==> config.mk <==
export PLATFORM = sky130hd
export DESIGN_NAME = cmp_seq_ctrl_flat
export DESIGN_NICKNAME = d
export VERILOG_FILES = /design/src/rtl/alu_pkg.sv /design/src/rtl/cmp_seq_ctrl_if.sv /design/src/rtl/fast_comparator.sv /design/src/rtl/cmp_seq_ctrl.sv /design/src/flat_wrapper.sv
export SDC_FILE = /design/constraint.sdc
export NUM_CORES = 1
export LEC_CHECK = 0
export ABC_AREA = 1
export ABC_CLOCK_PERIOD_IN_PS = 1900
export CORE_UTILIZATION = 44
export DETAILED_ROUTE_END_ITERATION = 10
export MAX_ROUTING_LAYER = met4
export PLACE_DENSITY_LB_ADDON = 0.1
export RECOVER_POWER = 50
export REMOVE_ABC_BUFFERS = 1
export SLEW_MARGIN = 10
export SYNTH_ARGS = -nofsm -noshare
export SYNTH_HDL_FRONTEND = slang
export SYNTH_SLANG_ARGS = --single-unit
==> constraint.sdc <==
create_clock -name clk_i -period 1.9 [get_ports clk_i]
set_clock_uncertainty 0.1 [all_clocks]
set_input_delay 0.38 -clock clk_i [delete_from_list [all_inputs] [get_ports clk_i]]
set_output_delay 0.38 -clock clk_i [all_outputs]
set_load 0.005 [all_outputs]
==> src/rtl/alu_pkg.sv <==
// Shared types for the ALU multi-precision compare sequencer.
// State encoding, operation bits and the flag bundle.
package alu_pkg;

    typedef enum logic [1:0] {
        IDLE,
        RUN,
        RESP
    } cmp_seq_state_e;

    // Bit 0 = signed, bit 1 = equality-only.
    typedef struct packed {
        logic eq_only;
        logic sgn;
    } cmp_op_t;

    typedef struct packed {
        logic cf;
        logic zf;
        logic gf;
    } cmp_flags_t;

    // Turn the accumulated decision into the flags the flag unit sees.
    function automatic cmp_flags_t cmp_final(
        input cmp_op_t op,
        input logic    decided,
        input logic    lt
    );
        cmp_flags_t f;
        f.zf = !decided;
        f.cf = decided & lt & !op.eq_only;
        f.gf = decided & !lt & !op.eq_only;
        return f;
    endfunction

endpackage

==> src/rtl/cmp_seq_ctrl_if.sv <==
// Issue-side / flag-side bus of the compare sequencer.
// slave = the sequencer, master = issue stage plus flag register.
interface cmp_seq_ctrl_if #(
    parameter int WORD_WIDTH = 16,
    parameter int MAX_WORDS  = 4
);
    localparam int NW_W = $clog2(MAX_WORDS + 1);

    logic                  start_valid_i;
    logic                  start_ready_o;
    logic [1:0]            op_i;
    logic [NW_W-1:0]       nwords_i;
    logic                  word_valid_i;
    logic                  word_ready_o;
    logic [WORD_WIDTH-1:0] a_i;
    logic [WORD_WIDTH-1:0] b_i;
    logic                  res_valid_o;
    logic                  res_ready_i;
    logic                  cf_o;
    logic                  zf_o;
    logic                  gf_o;

    modport slave (
        input  start_valid_i, op_i, nwords_i,
        input  word_valid_i, a_i, b_i,
        input  res_ready_i,
        output start_ready_o, word_ready_o,
        output res_valid_o, cf_o, zf_o, gf_o
    );

    modport master (
        output start_valid_i, op_i, nwords_i,
        output word_valid_i, a_i, b_i,
        output res_ready_i,
        input  start_ready_o, word_ready_o,
        input  res_valid_o, cf_o, zf_o, gf_o
    );

endinterface

==> src/rtl/fast_comparator.sv <==
// Single-word unsigned magnitude comparator.
// above = a > b, below = a < b; both low means equal.
module fast_comparator #(
    parameter int WIDTH = 16
) (
    input  logic [WIDTH-1:0] a,
    input  logic [WIDTH-1:0] b,
    output logic             above,
    output logic             below
);

    assign above = (a > b);
    assign below = (a < b);

endmodule

==> src/rtl/cmp_seq_ctrl.sv <==
// Multi-precision compare sequencer, MSW first, one word pair per cycle.
// Optional CMP_STATS_EN adds saturating completed/early-decided counters.
module cmp_seq_ctrl
    import alu_pkg::*;
#(
    parameter int WORD_WIDTH = 16,
    parameter int MAX_WORDS  = 4
) (
    input  logic        clk_i,
    input  logic        rst_n_i,
    cmp_seq_ctrl_if.slave bus
`ifdef CMP_STATS_EN
    ,
    output logic [15:0] stat_cmp_o,
    output logic [15:0] stat_early_o
`endif
);

    localparam int NW_W = $clog2(MAX_WORDS + 1);
    localparam logic [NW_W-1:0] ONE  = NW_W'(1);
    localparam logic [NW_W-1:0] ZERO = '0;
    localparam logic [NW_W-1:0] MAXW = NW_W'(MAX_WORDS);

    cmp_seq_state_e state;
    cmp_seq_state_e state_nxt;

    cmp_op_t         op_q;
    logic [NW_W-1:0] nw_q;
    logic [NW_W-1:0] idx_q;
    logic            decided_q;
    logic            lt_q;
    cmp_flags_t      flags_q;

    logic            start_ready;
    logic            word_ready;
    logic            res_valid;

    logic            start_hs;
    logic            word_hs;
    logic            res_hs;
    logic [NW_W-1:0] nw_in;
    logic            last;

    logic [WORD_WIDTH-1:0] flip;
    logic [WORD_WIDTH-1:0] a_w;
    logic [WORD_WIDTH-1:0] b_w;
    logic                  above;
    logic                  below;
    logic                  dec_nxt;
    logic                  lt_nxt;

    assign start_hs = bus.start_valid_i & start_ready;
    assign word_hs  = bus.word_valid_i & word_ready;
    assign res_hs   = bus.res_ready_i & res_valid;

    assign nw_in = (bus.nwords_i > MAXW) ? MAXW : bus.nwords_i;
    assign last  = (idx_q == nw_q - ONE);

    // Signed compare: biasing the top word's sign bit turns it unsigned.
    assign flip = {op_q.sgn & (idx_q == ZERO),
                   {(WORD_WIDTH-1){1'b0}}};
    assign a_w  = bus.a_i ^ flip;
    assign b_w  = bus.b_i ^ flip;

    fast_comparator #(
        .WIDTH (WORD_WIDTH)
    ) u_cmp (
        .a     (a_w),
        .b     (b_w),
        .above (above),
        .below (below)
    );

    // First differing word decides; later words cannot change it.
    assign dec_nxt = decided_q | above | below;
    assign lt_nxt  = decided_q ? lt_q : below;

    // State register.
    always_ff @(posedge clk_i or negedge rst_n_i) begin
        if (!rst_n_i) state <= IDLE;
        else          state <= state_nxt;
    end

    // Next-state and handshake outputs.
    always_comb begin
        state_nxt   = state;
        start_ready = 1'b0;
        word_ready  = 1'b0;
        res_valid   = 1'b0;
        unique case (state)
            IDLE: begin
                start_ready = 1'b1;
                if (bus.start_valid_i)
                    state_nxt = (nw_in == ZERO) ? RESP : RUN;
            end
            RUN: begin
                word_ready = 1'b1;
                if (bus.word_valid_i && last)
                    state_nxt = RESP;
            end
            RESP: begin
                res_valid = 1'b1;
                if (bus.res_ready_i)
                    state_nxt = IDLE;
            end
            default: state_nxt = IDLE;
        endcase
    end

    // Request capture, decision accumulation and flag register.
    always_ff @(posedge clk_i or negedge rst_n_i) begin
        if (!rst_n_i) begin
            op_q      <= '0;
            nw_q      <= '0;
            idx_q     <= '0;
            decided_q <= 1'b0;
            lt_q      <= 1'b0;
            flags_q   <= '0;
        end else if (start_hs) begin
            op_q      <= cmp_op_t'(bus.op_i);
            nw_q      <= nw_in;
            idx_q     <= '0;
            decided_q <= 1'b0;
            lt_q      <= 1'b0;
            if (nw_in == ZERO)
                flags_q <= cmp_final(cmp_op_t'(bus.op_i), 1'b0, 1'b0);
        end else if (word_hs) begin
            decided_q <= dec_nxt;
            lt_q      <= lt_nxt;
            if (last) begin
                idx_q   <= '0;
                flags_q <= cmp_final(op_q, dec_nxt, lt_nxt);
            end else begin
                idx_q   <= idx_q + ONE;
            end
        end
    end

    assign bus.start_ready_o = start_ready;
    assign bus.word_ready_o  = word_ready;
    assign bus.res_valid_o   = res_valid;
    assign bus.cf_o          = flags_q.cf;
    assign bus.zf_o          = flags_q.zf;
    assign bus.gf_o          = flags_q.gf;

`ifdef CMP_STATS_EN
    // Saturating counters: completed compares and early decisions.
    always_ff @(posedge clk_i or negedge rst_n_i) begin
        if (!rst_n_i) begin
            stat_cmp_o   <= '0;
            stat_early_o <= '0;
        end else begin
            if (res_hs && stat_cmp_o != 16'hFFFF)
                stat_cmp_o <= stat_cmp_o + 16'd1;
            if (word_hs && last && decided_q &&
                stat_early_o != 16'hFFFF)
                stat_early_o <= stat_early_o + 16'd1;
        end
    end
`else
    logic unused_res_hs;
    assign unused_res_hs = res_hs;
`endif

endmodule

==> src/flat_wrapper.sv <==
// flat-port wrapper written by rule: the top's interface ports become plain ports
module cmp_seq_ctrl_flat import alu_pkg::*;
#(
    parameter int WORD_WIDTH = 16,
    parameter int MAX_WORDS  = 4
)
  (clk_i, rst_n_i, bus_start_valid_i, bus_op_i, bus_nwords_i, bus_word_valid_i, bus_a_i, bus_b_i, bus_res_ready_i, bus_start_ready_o, bus_word_ready_o, bus_res_valid_o, bus_cf_o, bus_zf_o, bus_gf_o);
  cmp_seq_ctrl_if #(.WORD_WIDTH(WORD_WIDTH), .MAX_WORDS(MAX_WORDS)) bus_i ();
  input  logic clk_i;
  input  logic rst_n_i;
  input wire logic [$bits(bus_i.start_valid_i)-1:0] bus_start_valid_i;
  input wire logic [$bits(bus_i.op_i)-1:0] bus_op_i;
  input wire logic [$bits(bus_i.nwords_i)-1:0] bus_nwords_i;
  input wire logic [$bits(bus_i.word_valid_i)-1:0] bus_word_valid_i;
  input wire logic [$bits(bus_i.a_i)-1:0] bus_a_i;
  input wire logic [$bits(bus_i.b_i)-1:0] bus_b_i;
  input wire logic [$bits(bus_i.res_ready_i)-1:0] bus_res_ready_i;
  output wire logic [$bits(bus_i.start_ready_o)-1:0] bus_start_ready_o;
  output wire logic [$bits(bus_i.word_ready_o)-1:0] bus_word_ready_o;
  output wire logic [$bits(bus_i.res_valid_o)-1:0] bus_res_valid_o;
  output wire logic [$bits(bus_i.cf_o)-1:0] bus_cf_o;
  output wire logic [$bits(bus_i.zf_o)-1:0] bus_zf_o;
  output wire logic [$bits(bus_i.gf_o)-1:0] bus_gf_o;
  assign bus_i.start_valid_i = bus_start_valid_i;
  assign bus_i.op_i = bus_op_i;
  assign bus_i.nwords_i = bus_nwords_i;
  assign bus_i.word_valid_i = bus_word_valid_i;
  assign bus_i.a_i = bus_a_i;
  assign bus_i.b_i = bus_b_i;
  assign bus_i.res_ready_i = bus_res_ready_i;
  assign bus_start_ready_o = bus_i.start_ready_o;
  assign bus_word_ready_o = bus_i.word_ready_o;
  assign bus_res_valid_o = bus_i.res_valid_o;
  assign bus_cf_o = bus_i.cf_o;
  assign bus_zf_o = bus_i.zf_o;
  assign bus_gf_o = bus_i.gf_o;
  cmp_seq_ctrl #(.WORD_WIDTH(WORD_WIDTH), .MAX_WORDS(MAX_WORDS)) u_core (.clk_i(clk_i), .rst_n_i(rst_n_i), .bus(bus_i));
endmodule
==> flow_summary.ini <==
[placement]
place_ws_ns = -0.3596
port_buffers = 47
hpwl_um = 2342
gp_congestion = 0.7777
place_area_sq_mm = 0.001808
dpl.cell_count = 257

[critical_path]
worstSetupEndpointType = register
critPathLaunchType = primary input
critPathKind = in -> reg
worst_ep_arrival_time_ns = 1.93
path_max_fanout = 3
reg2reg_slack_ns = 0.16
required_ns = 1.99

[die]
die_w_um = 56.02
core_sq_mm = 0.002758
dieArea_sq_mm = 0.003138
ios = 48
die_h_um = 56.02
rows = 19
initial_core_util_pct = 46.55

[clocking]
cts_max_path_buffers = 2
htreeDepth = 1
numCtsBuffers = 3
clock-sinks = 15
path_clk_slew_ns = 0.09
insertion_delay_ns = 0.29
root_buffer = clkbuf_4
hold_buffers = 0
cts_tree = done

[pwr]
ir_worst_vdd_uv = 930.3
power_density_mw_per_mm2 = 968.8
fin_total_pwr_mw = 2.051
p_leak_nw = 1.131

[synth]
synth.area.top_cells = dfrtp_1, ha_1, nand2_1
synthCells = 177
ys.warnings.count = 0
synthSimpleGateAreaFrac_pct = 32.85
synthXorXnorAreaFrac_pct = 2.729
synth_top_area_cell = dfrtp_1
synth_cell_type_count = 25
synth_area_sq_mm = 0.001284
synthMuxAreaShare_pct = 0
synth_compound_area_share_pct = 7.407
ys_seq_area_share_pct = 29.24
ys_ff_latch = 15
synth.avg_cell_area_sq_um = 7.253
synth_top_family_by_area = simple AND/OR/NAND/NOR gates
synth-adder-area-share_pct = 17.54
synth_top_area_share_pct = 29.24

[sta]
slew_headroom_pct = 46.00
rsz0062_at_grt = yes
drv_slew = 0
period_minus_slack_ns = 1.842
timing.final.ws_setup_ns = 0.05793
fin_crit_sh_pct = 96.95
worstMarginPinSlew_ns = 0.8100
timing.fmax_mhz = 542.9
finalSetupViolCount = 0
hold_violations = 0

[outcome]
outcome = finished, final reports clean

[global_routing]
grt_first_pass_wirelength_um = 5347
grt_use_met2_pct = 40.14
met3_usage_pct = 3.256
grt_remaining_overflow = 0
grt_max_degree = 16
grt_pass1_vias = 1336
grt_use_met1_pct = 23.07
grt_use_total_pct = 21.76
antenna_found_initial = 0
busiest_layer = met2

[final_layout]
n_antenna_cell = 0
mostFrequentLayoutCell = nand2_1
final_core_util_pct = 76.77
design_area_sq_mm = 0.002117
ff_latch_area_sq_um = 375.4
fill_cells = 184
final_cell_mix = nand2_1, clkdlybuf4s50_1, inv_1
stdcell_count = 263
multiInputGateArea_sq_mm = 0.001008
areaGrowthSynthToFinish_pct = 64.91
nets = 293
layout-drive-gt1-share_pct = 26.72

[drt]
drtAntennaViolNets = 0
wire_per_inst_um = 13.94
vias = 1321
drt-vias-per-instance = 5.023
firstDrtPassIters = 4
drc_errors = 0
first_iter_violations = 17
routed_wl_um = 3667

[job]
cap_viol_max_count = 0

[worst_hold_path]
hold_class = reg -> reg
Yosys cell counts:
cell,count
dfrtp_1,15
or2_2,1
xnor2_1,2
o21bai_1,1
nor2_1,12
nand2_1,56
nor2_4,2
nor3b_1,2
xor2_1,2
nand2_2,2
ha_1,18
a21oi_1,6
nand4_1,2
o31ai_1,1
inv_2,1
a21o_1,1
nor2_2,1
nor3_1,1
o21ai_0,4
nand3_1,7
o22ai_1,1
nand3_4,1
inv_1,34
a21oi_4,1
nand2_4,3
cell families (layout without fill, tap and decap cells):
kind of cell	after synthesis	after routing
compound gates	15	15
xor+xnor	4	4
fa+ha+maj	18	18
buf+inv	35	90
flops	15	15
simple gates	90	90
per-layer routing:
layer | share of wire [%] | routed length [um] | up-vias
li1 | - | - | 660
met2 | 53 | 1961 | 52
met4 | 4.7 | 174 | 0
met1 | 37 | 1370 | 592
met3 | 4.4 | 161 | 17
met5 | 0 | 0 | -
path summary, 6_finish.rpt:
path / startpoint / endpoint / cells past startpoint
max in group asynchronous: rst_n_i / u_core.state[0] / 2
min: u_core.bus.zf_o / u_core.bus.zf_o / 2
min reg2reg: u_core.bus.zf_o / u_core.bus.zf_o / 2
max: bus_b_i[4] / u_core.bus.gf_o / 10
min in group asynchronous: rst_n_i / u_core.idx_q[1] / 2
max reg2reg: u_core.nw_q[1] / u_core.bus.gf_o / 10
critical path, cell delays in order:
cell and delay [ns]:
clkdlybuf4s50_1 0.45, inv_1 0.04, ha_1 0.28, nand2_1 0.07, nor2_2 0.10, nand4_1 0.13
nor3b_2 0.20, nand3_1 0.12, nand2_2 0.09, o21bai_1 0.06
where the power goes:
group          total, mW  leakage [nW]  switching (mW)  internal, mW
clock network      0.189        0.0177           0.111        0.0784
registers          0.580         0.189           0.116         0.464
logic               1.28         0.924           0.682         0.600
per-stage QoR:
step / TNS (ns) / hold WS (ns)
CTS: 0 / 0.3037
global placement: -1.475 / 0.3565
detailed placement: -1.654 / 0.3691
finish: 0 / 0.3921
global route: -0.1353 / 0.4037
floorplan: 0 / -0.01559
timing repair:
item                                    4_1_cts  5_1_grt
endpoints found under the setup margin        6        7
pin swaps                                     7       31
buffers inserted                              1        1
gates resized for setup                      10       54
area by class of cell:
cell class | count | area share [%]
timing repair buffer | 51 | 25.30
sequential | 15 | 17.73
clock buffer | 3 | 1.064
tap | 31 | 1.832
clock inverter | 1 | 0.2364
inverter | 35 | 6.206
multi-input combinational | 127 | 47.64
registers in the layout, summed over array words and instances, names as in the netlist:
name              cells
u_core.lt_q           1
u_core.state          2
u_core.op_q           2
u_core.nw_q           3
u_core.idx_q          3
u_core.bus.cf_o       1
u_core.decided_q      1
u_core.bus.gf_o       1
u_core.bus.zf_o       1
(Power assumes the default switching activity.)
==> RTL change 1: new RTL, config.mk and constraints unchanged <==
Re-encode `cmp_seq_state_e` (3 states) as one-hot, 3 bits wide.
--- a/src/rtl/alu_pkg.sv
+++ b/src/rtl/alu_pkg.sv
@@ -4,6 +4,6 @@
 
-    typedef enum logic [1:0] {
-        IDLE,
-        RUN,
-        RESP
+    typedef enum logic [2:0] {
+        IDLE = 3'b001,
+        RUN  = 3'b010,
+        RESP = 3'b100
     } cmp_seq_state_e;
Check against the original RTL: same outputs for any inputs over 10 cycles, from zero or initial values and one cycle with rst_n_i low; not proved beyond that.
==> RTL change 1 against the original RTL <==
  * The run now ends with design-rule violations left
  * Sequential power rose by 2%
  * Sequential cell count rose by 1
  * Die area rose by 2.4%
  * Utilization rose by 0.22 points
  * Total power fell by 5.5%
  * Wire length fell by 5.3%
  * Worst setup slack got worse by 0.0056 ns
  * Area after synthesis rose by 2.5%
  * Global-route usage barely moved
  * Design area rose by 2.0%
  * Critical path type unchanged
  * Critical endpoint unchanged
  * Highest routed layer unchanged
==> RTL change 1: results (changes against the original RTL) <==
stage,metric,value,unit,change
route,num_vias,1353,,was 1321
layout,reg_top3,"u_core.idx_q (3), u_core.nw_q (3), u_core.state (3)",,"was u_core.idx_q (3), u_core.nw_q (3)"
route,drtIter0Drc,46,,was 17
sta,slew_headroom,0.4055,,was 0.4600
outcome,violations,design-rule violations,,
layout,diodes,0,,unchanged
yosys,async_reset_ff_frac,1.000,,unchanged
outcome,status,"complete, but fails checks",,"was complete, no violations"
layout,nFillCells,208,,was 184
yosys,seq_area_frac_synth,0.3051,,was 0.2924
clock_network,htree_levels,1,,unchanged
yosys,ys_top_cells_by_count,"nand2_1, inv_1, ha_1",,unchanged
yosys,yosysUniqueCellTypes,29,,was 25
clock_network,clock_path_buffers,2,,unchanged
power,power_leakage,1.188,nW,was 1.131 nW
placement,post-dp-hpwl,2476,um,was 2342 um
power,peakVddDrop,0.0007827,V,was 0.0009303 V
layout,final_nets,303,,was 293
placement,port_buffers,47,,unchanged
critical_path,crit_fanout,3,,unchanged
clock_network,clk_latency,0.30,ns,
global_routing,grt_max_degree,17,,was 16
yosys,synth_area_leaders,"dfrtp_1, nand2_1, ha_1, inv_1, a21oi_1",,"was dfrtp_1, ha_1, nand2_1, inv_1, nor2_1"
clock_network,clkSlewWorstSetupHoldPaths,0.09,ns,about the same
route,dr.pass1.iters,7,,was 4
placement,place_congestion,0.7934,,was 0.7777
yosys,yosys_warnings,0,,unchanged
route,drc,6,,was 0
global_routing,grt_pass1_wl,5326,um,was 5347 um
hold_path,hp-class,flop to flop,,unchanged
clock_network,cts_buffers,3,,unchanged
sta,final-hold-violation-count,0,,unchanged
critical_path,arrival,1.92,ns,
layout,drive_gt1_frac,0.2521,,was 0.2672
clock_network,cts_root_buffer,clkbuf_4,,unchanged
global_routing,grt_pass1_vias,1287,,was 1336
route,wl_per_cell,12.73,um,was 13.94 um
yosys,synth_flop_cell,dfrtp_1,,unchanged
global_routing,antenna_found_initial,0,,unchanged
yosys,synth.most_common_cell,nand2_1,,unchanged
global_routing,grt_usage,0.2172,,was 0.2176
==> RTL change 1: timing repair <==
action / in CTS / in global routing
hold buffers: 0 / 0
pin swaps: 0 / 28
gates cloned: 0 / 0
gates resized for setup: 6 / 57
endpoints found under the setup margin: 8 / 5
setup buffers: 1 / 0
==> RTL change 1: path summary, 6_finish.rpt <==
| kind | startpoint | to | slack [ns] | cells after the start |
|---|---|---|---|---|
| worst max-delay path | bus_a_i[7] | u_core.bus.gf_o$_DFFE_PN0P_ | 0.05 | 9 |
| worst min-delay path | u_core.lt_q$_DFFE_PN0P_ | u_core.lt_q$_DFFE_PN0P_ | 0.38 | 2 |
| worst max register to register | u_core.nw_q[0]$_DFFE_PN0P_ | u_core.bus.gf_o$_DFFE_PN0P_ | 0.10 | 10 |
| worst min register to register | u_core.lt_q$_DFFE_PN0P_ | u_core.lt_q$_DFFE_PN0P_ | 0.38 | 2 |
| max in group asynchronous | rst_n_i | u_core.bus.gf_o$_DFFE_PN0P_ | 0.53 | 2 |
| min in group asynchronous | rst_n_i | u_core.op_q[0]$_DFFE_PN0P_ | 0.60 | 2 |
==> RTL change 1: cells by family (layout without fill, tap and decap cells) <==
logic type | Yosys count | after routing | synth area share
compound gates | 16 | 16 | 0.06939
flops | 16 | 16 | 0.3051
simple gates | 92 | 92 | 0.3204
xor+xnor | 4 | 4 | 0.02662
buf+inv | 37 | 96 | 0.1074
fa+ha+maj | 18 | 18 | 0.1711
==> RTL change 1: routing by layer <==
metal  vias to the layer above  wire (um)  global-route usage
li1                        684          -                   -
met1                       633       1385              0.2558
met2                        32       1915              0.3878
met4                         0         19             0.02143
met5                         -          0                   -
met3                         4        153             0.05069
==> RTL change 1: report_power, final <==
part / total [mW] / switching (mW) / internal (mW)
Combinational: 1.11 / 0.583 / 0.529
Clock: 0.235 / 0.118 / 0.117
Sequential: 0.592 / 0.0990 / 0.493
Total: 1.94 / 0.800 / 1.14
==> RTL change 1: area by class of cell <==
cell class,count,area share
inverter,37,0.06547
clock buffer,4,0.01680
tap,31,0.01796
multi-input combinational,130,0.4519
timing repair buffer,55,0.2619
sequential,16,0.1860
==> RTL change 1: through the flow <==
step	cell area (um^2)	setup TNS [ns]	instances	setup WS (ns)	hold slack, ns
after global placement	1878	-1.521	268	-0.3331	0.3576
after floorplan	1316	0	183	0.2174	-0.01559
after global routing	2160	-0.1697	273	-0.05282	0.4199
final	2160	0	273	0.05238	0.3829
after CTS	1931	0	273	0.001174	0.3111
after detailed placement	1878	-1.710	268	-0.3610	0.3687
==> RTL change 1: worst max-delay path, stage by stage <==
cell             delay [ns]
clkdlybuf4s50_1        0.45
ha_4                   0.30
nand2_4                0.06
nor2_4                 0.08
nand4_1                0.14
nor3b_2                0.23
nand3_2                0.09
nand2_2                0.11
o21bai_2               0.07
==> RTL change 2: new RTL, config.mk and constraints unchanged <==
Without the edit above. `MAX_WORDS` is set to 4 in 3 places; all go to 8.
--- a/src/rtl/cmp_seq_ctrl_if.sv
+++ b/src/rtl/cmp_seq_ctrl_if.sv
@@ -4,3 +4,3 @@
     parameter int WORD_WIDTH = 16,
-    parameter int MAX_WORDS  = 4
+    parameter int MAX_WORDS  = 8
 );
--- a/src/rtl/cmp_seq_ctrl.sv
+++ b/src/rtl/cmp_seq_ctrl.sv
@@ -6,3 +6,3 @@
     parameter int WORD_WIDTH = 16,
-    parameter int MAX_WORDS  = 4
+    parameter int MAX_WORDS  = 8
 ) (
--- a/src/flat_wrapper.sv
+++ b/src/flat_wrapper.sv
@@ -4,3 +4,3 @@
     parameter int WORD_WIDTH = 16,
-    parameter int MAX_WORDS  = 4
+    parameter int MAX_WORDS  = 8
 )
Interface: changed (resized bus_nwords_i); port bits go from 48 to 49. The function was not compared with the original's and may differ.
==> RTL change 2 against the original RTL <==
  * Total power grew 7.8%
  * Wire length shrank 4.4%
  * Critical path type unchanged
  * Sequential cell count grew 2
  * Design area grew 9.5%
  * Area after synthesis grew 10%
  * Worst setup slack gained 0.034 ns
  * Final cell count grew 15%
  * Clock power grew 9%
  * Synthesized cell count grew 12%
  * Global-route usage shrank 1.5 points
  * Die area grew 9.9%
  * Largest cell class unchanged
==> RTL change 2: results (changes against the original RTL) <==
stage,metric,value,unit,change
outcome,status,"complete, no violations",,unchanged
global_routing,grt_usage,0.2022,,was 0.2176
yosys,synth-compound-area-share,0.07067,,was 0.07407
layout,final_nets,321,,was 293
yosys,synthXorXnorAreaFrac,0.03092,,was 0.02729
yosys,synthAdderAreaFrac,0.1590,,was 0.1754
yosys,ys_top_cells_by_count,"nand2_1, inv_1, ha_1",,unchanged
critical_path,r2r-start,u_core.nw_q[0]$_DFFE_PN0P_,,was u_core.nw_q[1]$_DFFE_PN0P_
placement,place_congestion,0.7211,,was 0.7777
yosys,synth_area_leaders,"dfrtp_1, nand2_1, ha_1, inv_1, nand3_1",,"was dfrtp_1, ha_1, nand2_1, inv_1, nor2_1"
clock_network,cts_buffers,3,,unchanged
global_routing,grt_max_degree,18,,was 16
critical_path,slowest_delay,0.46,ns,
route,drtIter0Drc,32,,was 17
yosys,seq_area_frac_synth,0.3004,,was 0.2924
critical_path,reg2reg_slack,0.11,ns,was 0.16 ns
critical_path,crit_start,bus_b_i[13],,was bus_b_i[4]
sta,hold_slack,0.3807,ns,was 0.3921 ns
global_routing,use_met1,0.2299,,was 0.2307
placement,preCtsSetupSlack,-0.3599,ns,was -0.3596 ns
route,wl,3504,um,was 3667 um
hold_path,hold_end,u_core.lt_q$_DFFE_PN0P_,,was u_core.bus.zf_o$_DFFE_PN0P_
global_routing,grt_pass1_vias,1339,,was 1336
critical_path,crit_fanout,2,,was 3
critical_path,timing.critical_path.slowest_stage_cell,clkdlybuf4s50_1,,unchanged
critical_path,reg2reg_depth,11,,was 10
layout,reg_top3,"u_core.idx_q (4), u_core.nw_q (4)",,"was u_core.idx_q (3), u_core.nw_q (3)"
power,power_leakage,1.268,nW,was 1.131 nW
sta,tightest_slew,0.9179,ns,was 0.8100 ns
yosys,syn_inst,198,,was 177
critical_path,crit_end,u_core.lt_q$_DFFE_PN0P_,,was u_core.bus.gf_o$_DFFE_PN0P_
layout,drive_gt1_frac,0.2780,,was 0.2672
global_routing,use_met3,0.03077,,was 0.03256
yosys,yosysUniqueCellTypes,24,,was 25
global_routing,grt_pass1_wl,5188,um,was 5347 um
power,peakVddDrop,0.0008038,V,was 0.0009303 V
placement,place_area,1974,um^2,was 1808 um^2
placement,dpl.cell_count,293,,was 257
placement,post-dp-hpwl,2286,um,was 2342 um
global_routing,met2_usage,0.3555,,was 0.4014
placement,port_buffers,48,,was 47
sta,period_needed,1.808,ns,was 1.842 ns
[RTL change 2: cell count changes after synthesis, moves of 2 or more]
cell / change
nand2_1: +7
inv_2: +6
dfrtp_1: +2
nand3_1: +2
o22ai_1: +2
[RTL change 2: cell type report]
class / count / area (um^2)
Fill cell: 238 / 734.5
Inverter: 41 / 153.9
Sequential cell: 17 / 426.7
Tap cell: 44 / 55.05
Clock inverter: 1 / 5.005
Timing Repair Buffer: 57 / 588.1
Multi-Input combinational cell: 140 / 1067
Clock buffer: 3 / 22.52
[RTL change 2: layer usage]
layer | part of all wire | vias up
met5 | 0 | -
met4 | 0.015 | 0
met3 | 0.058 | 7
met2 | 0.51 | 43
met1 | 0.41 | 664
li1 | - | 741
[RTL change 2: cells by family (layout without fill, tap and decap cells)]
group / after synthesis / after routing
AND/OR/NAND/NOR: 100 / 100
buffers and inverters: 41 / 102
adder cells (fa/ha/maj): 18 / 18
AO/OA/AOI/OAI: 17 / 17
flip-flops: 17 / 17
XOR/XNOR: 5 / 5
[RTL change 2: power by group through the flow]
stage / Sequential, mW / Clock (mW) / Combinational [mW]
finish: 0.652 / 0.206 / 1.35
floorplan: 0.630 / 0 / 0.787
global route: 0.673 / 0.221 / 1.54
CTS: 0.652 / 0.207 / 1.16
detailed placement: 0.655 / 0 / 1.13
global placement: 0.650 / 0 / 1.12
[RTL change 2: worst max-delay path: cells and delay by family]
family	cells	cell delay [ns]
fa+ha+maj	1	0.28
simple gates	10	0.61
buf+inv	2	0.52
compound gates	1	0.12
[RTL change 2: repair_timing]
action | 4_1_cts | 5_1_grt
setup endpoints to repair | 6 | 7
pin swaps | 1 | 36
buffers inserted | 1 | 5
cloned | 0 | 0
hold buffers | 0 | 0
endpoints found under the hold margin | 0 | 0
gates resized for setup | 4 | 62
